## src/rtl/edit_cursor_ctrl.sv

```systemverilog
// Edit-flow sequencer for the clock/date/timer display: field cursor, shared
// blink phase and inc/dec request/ack handshake towards the BCD register bank.
module edit_cursor_ctrl #(
  parameter int unsigned BLINK_HALF   = 50_000_000,
  parameter int unsigned NUM_FIELDS   = 9,
  parameter int unsigned IDLE_TOGGLES = 20,
  parameter int unsigned ACK_TIMEOUT  = 16
) (
  input  logic       clk_i,
  input  logic       rst_n,
  input  logic       btn_edit_i,
  input  logic       btn_left_i,
  input  logic       btn_right_i,
  input  logic       btn_up_i,
  input  logic       btn_down_i,
  input  logic       ack_i,
  output logic [3:0] dir_o,
  output logic       cursor_o,
  output logic       blink_o,
  output logic       inc_o,
  output logic       dec_o,
  output logic       err_o
);

  localparam int unsigned BW = (BLINK_HALF   > 1) ? $clog2(BLINK_HALF)   : 1;
  localparam int unsigned IW = (IDLE_TOGGLES > 1) ? $clog2(IDLE_TOGGLES) : 1;
  localparam int unsigned AW = (ACK_TIMEOUT  > 1) ? $clog2(ACK_TIMEOUT)  : 1;

  localparam logic [BW-1:0] BLINK_LAST = BW'(BLINK_HALF - 1);
  localparam logic [IW-1:0] IDLE_LAST  = IW'(IDLE_TOGGLES - 1);
  localparam logic [AW-1:0] ACK_LAST   = AW'(ACK_TIMEOUT - 1);
  localparam logic [3:0]    DIR_LAST   = 4'(NUM_FIELDS - 1);

  typedef enum logic [1:0] {
    ST_IDLE,
    ST_EDIT,
    ST_REQ
  } state_t;

  state_t        state;
  logic [BW-1:0] blink_cnt;
  logic [IW-1:0] idle_cnt;
  logic [AW-1:0] ack_cnt;

  logic blink_wrap_c;
  logic any_btn_c;
  logic accept_c;

  assign blink_wrap_c = (blink_cnt == BLINK_LAST);
  assign any_btn_c    = btn_edit_i | btn_left_i | btn_right_i | btn_up_i | btn_down_i;
  // Entering edit also restarts the blink so the cursor shows up immediately.
  assign accept_c     = ((state == ST_EDIT) && any_btn_c) ||
                        ((state == ST_IDLE) && btn_edit_i);

  always_ff @(posedge clk_i) begin
    if (!rst_n) begin
      state     <= ST_IDLE;
      dir_o     <= 4'd0;
      cursor_o  <= 1'b0;
      blink_o   <= 1'b0;
      inc_o     <= 1'b0;
      dec_o     <= 1'b0;
      err_o     <= 1'b0;
      blink_cnt <= '0;
      idle_cnt  <= '0;
      ack_cnt   <= '0;
    end else begin
      err_o <= 1'b0;

      if (accept_c) begin
        blink_cnt <= '0;
        blink_o   <= 1'b1;
      end else if (blink_wrap_c) begin
        blink_cnt <= '0;
        blink_o   <= ~blink_o;
      end else begin
        blink_cnt <= blink_cnt + BW'(1);
      end

      case (state)
        ST_IDLE: begin
          if (btn_edit_i) begin
            state    <= ST_EDIT;
            cursor_o <= 1'b1;
            dir_o    <= 4'd0;
            idle_cnt <= '0;
          end
        end

        ST_EDIT: begin
          if (any_btn_c) idle_cnt <= '0;
          if (btn_edit_i) begin
            state    <= ST_IDLE;
            cursor_o <= 1'b0;
          end else if (btn_up_i) begin
            state   <= ST_REQ;
            inc_o   <= 1'b1;
            ack_cnt <= '0;
          end else if (btn_down_i) begin
            state   <= ST_REQ;
            dec_o   <= 1'b1;
            ack_cnt <= '0;
          end else if (btn_right_i) begin
            dir_o <= (dir_o == DIR_LAST) ? 4'd0 : dir_o + 4'd1;
          end else if (btn_left_i) begin
            dir_o <= (dir_o == 4'd0) ? DIR_LAST : dir_o - 4'd1;
          end else if (blink_wrap_c) begin
            if (idle_cnt == IDLE_LAST) begin
              state    <= ST_IDLE;
              cursor_o <= 1'b0;
              idle_cnt <= '0;
            end else begin
              idle_cnt <= idle_cnt + IW'(1);
            end
          end
        end

        ST_REQ: begin
          // An ack on the final wait cycle still wins over the abort.
          if (ack_i) begin
            state <= ST_EDIT;
            inc_o <= 1'b0;
            dec_o <= 1'b0;
          end else if (ack_cnt == ACK_LAST) begin
            state <= ST_EDIT;
            inc_o <= 1'b0;
            dec_o <= 1'b0;
            err_o <= 1'b1;
          end else begin
            ack_cnt <= ack_cnt + AW'(1);
          end
        end

        default: state <= ST_IDLE;
      endcase
    end
  end

endmodule

```

## config.mk

```make
export PLATFORM = sky130hd
export DESIGN_NAME = edit_cursor_ctrl
export DESIGN_NICKNAME = d
export VERILOG_FILES = /design/src/rtl/edit_cursor_ctrl.sv
export SDC_FILE = /design/constraint.sdc
export NUM_CORES = 1
export LEC_CHECK = 0
export ABC_AREA = 1
export ABC_CLOCK_PERIOD_IN_PS = 2800
export CAP_MARGIN = 0
export CORE_ASPECT_RATIO = 1.5
export CORE_MARGIN = 2
export CORE_UTILIZATION = 64
export CTS_CLUSTER_DIAMETER = 150
export DETAILED_ROUTE_END_ITERATION = 10
export PLACE_DENSITY = 0.85
export SLEW_MARGIN = 20
export SYNTH_ARGS = -nofsm -noshare
export SYNTH_HDL_FRONTEND = slang
export SYNTH_SLANG_ARGS = --single-unit
```

## constraint.sdc

```tcl
create_clock -name clk_i -period 2.8 [get_ports clk_i]
set_clock_uncertainty 0.05 [all_clocks]
set_input_delay 0.56 -clock clk_i [delete_from_list [all_inputs] [get_ports clk_i]]
set_output_delay 0.56 -clock clk_i [all_outputs]
set_load 0.02 [all_outputs]
```

==> flow_summary.toml <==
[critical_path]
cp_slowest_cell = "clkdlybuf4s50_1"
path_cells = "clkdlybuf4s50_1 -> nor2_4 -> nand3_2 -> o21ai_2 -> nand3_4 -> o21bai_1 -> a21oi_1"
cp.required_ns = 2.99
crit_type = "in2reg"
crit_path_start_kind = "primary input"
worst_ep_arrival_time_ns = 2.37
cp_slowest_stage_delay_ns = 0.51
crit_path_end_kind = "flip-flop"
cp_max_fo = 26

[logic_synthesis]
synth_ff_type = "dfxtp_1"
yosysTopAreaCell = "dfxtp_1"
synth_compound_area_share_pct = 11.1
synth_area_leaders = "dfxtp_1, nand2_1, inv_1"
yosys.area_share.adder_pct = 2.34
syn_inst = 380
syn_area_sq_um = 2670
yosysWarnings = 0
synth_top_area_share_pct = 34.5
async_flop_share_pct = 0
muxShareOfSynthArea_pct = 0
synth-edff-count = 0
synth-seq-cells = 46
avgSynthCellArea_sq_um = 7.03
synth_top_family_by_area = "simple AND/OR/NAND/NOR gates"
ys_types = 40
synth_nets = 393
yosysSeqAreaShare_pct = 34.5
synthXorXnorAreaFrac_pct = 3.93
synth-simple-area-share_pct = 39.2

[worst_hold_path]
hold_class = "reg2reg"

[clock_tree]
numCtsBuffers = 5
clk_latency_ns = 0.30
cts_setup_buffers = 0
cts_tree = "done"
clk_path_buf_depth = 2
clock-sinks = 46
cts_resized = 0
path_clk_slew_ns = 0.09
htree_num_levels = 2
cts-root-buf = "clkbuf_8"
hold_buffers = 0

[pwr]
ir_drop_uv = 437
p_leak_nw = 1.04
power.density_nw_per_um2 = 456

[finish]
nNetsFinal = 412
area_delta_synth_final_pct = 11.3
layout_commonest_cell = "nand2_1"
final_cell_mix = "nand2_1, inv_1, nor2_1"
n_antenna_cell = 0
drive_gt1_share_pct = 12.0
design_area_sq_um = 2970

[global_routing]
grt_use_total_pct = 26.6
grt_pass1_wl_microns = 10100
antenna_found_initial = 0
gr-total-overflow = 0
grt_max_degree = 27
first_global_vias = 2457

[floorplan]
dieWidth_microns = 56.8
die_area_sq_um = 4720
io_pins = 17
core_sq_um = 3990
dieHeight_microns = 83.1
floorplan.initialDensity_pct = 66.9
rows = 28

[timing]
rsz0062_at_grt = "no"
slew_viol_final = 0
hold_viol_final = 0
whs_ns = 0.401
fin_crit_ns = 2.18
worst-slew-pin-transition_ns = 0.491
max_freq_ghz = 0.458
tns_ns = 0
finalSetupViolations = 0
fin_crit_sh_pct = 78.0
slew_headroom_pct = 67.0

[run]
maxCapViolCount = 0

[placement]
globalplace.congestion = 0.937
io_buffers = 16
dpl.hpwl_microns = 4420
dpl_cell_area_sq_um = 2860

[run_status]
status = "finished clean"

[routing]
first_pass_iters = 4
wl_per_cell_microns = 13.2
ant_nets = 0
drtIter0Drc = 135
vias_per_cell = 5.59
drcViolationCount = 0
routed_wl_microns = 5870
via_count = 2482
[report_power, final]
group          internal, mW  switching, mW  total, mW
Combinational        0.0652          0.104      0.170
Clock                 0.286          0.218      0.504
Sequential            0.668         0.0159      0.684
[per-stage QoR]
| step | setup slack, ns | total power, mW | utilization (%) | std cells |
|---|---|---|---|---|
| final | 0.616 | 1.36 | 74.5 | 444 |
| after global routing | 0.468 | 1.42 | 74.5 | 444 |
| after CTS | 0.642 | 1.36 | 74.5 | 444 |
| after detailed placement | 0.329 | 0.867 | 71.6 | 437 |
| after global placement | 0.406 | 0.864 | 71.6 | 437 |
| after floorplan | 1.19 | 0.814 | - | 380 |
[final timing paths]
kind | startpoint | to | slack (ns) | cells past startpoint
max | btn_right_i | blink_cnt[19]$_SDFF_PP0_ | 0.62 | 7
min reg2reg | blink_cnt[0]$_SDFF_PP0_ | blink_cnt[0]$_SDFF_PP0_ | 0.40 | 1
min | blink_cnt[0]$_SDFF_PP0_ | blink_cnt[0]$_SDFF_PP0_ | 0.40 | 1
max reg2reg | blink_cnt[0]$_SDFF_PP0_ | blink_cnt[19]$_SDFF_PP0_ | 0.82 | 9
[synthesized netlist by cell type, types with 4 or more instances]
cell type and count:
nand2_2 6, nor2_4 8, inv_2 5, nor2_2 6
xor2_1 8, nor3_1 8, a21oi_1 25, nor2_1 48
xnor2_1 4, nor3_2 7, nand2_1 74, dfxtp_1 46
nand4_1 6, inv_1 50, o21ai_0 13, ha_1 5
nand3_1 27
[critical path, delay by kind of cell]
family / cells / cell delay [ns]
AOI/OAI and AO/OA: 3 / 0.63
buffers and inverters: 1 / 0.51
and+or+nand+nor: 3 / 0.66
[area by class of cell]
type / count / area, sq um
repair buffers: 16 / 160
fillers: 317 / 1020
clock inverters: 1 / 30.0
multi-input cells: 274 / 1510
flip-flops and latches: 46 / 921
well taps: 45 / 56.3
clock buffers: 6 / 82.6
inverters: 56 / 210
[registers in the layout, summed over array words and instances, names as in the netlist]
| register | flops |
|---|---|
| ack_cnt | 4 |
| blink_cnt | 26 |
| blink_o | 1 |
| cursor_o | 1 |
| dec_o | 1 |
| dir_o | 4 |
| err_o | 1 |
| idle_cnt | 5 |
| inc_o | 1 |
| state | 2 |
[layer usage]
| metal | share of wire [%] | up-vias | global-route usage [%] | wire length [microns] |
|---|---|---|---|---|
| met4 | 3.9 | 0 | 12.9 | 231 |
| met3 | 3.2 | 19 | 4.83 | 190 |
| met5 | 0 | - | 0 | 0 |
| met2 | 54 | 62 | 49.8 | 3150 |
| met1 | 39 | 1133 | 27.3 | 2290 |
| li1 | - | 1268 | - | - |
[cell families (layout without fill, tap and decap cells)]
group           count (synthesis)  after routing
fa+ha+maj                       5              5
xor+xnor                       12             12
buf+inv                        60             79
simple gates                  205            205
flops                          46             46
compound gates                 52             52
(Power assumes the default switching activity.)
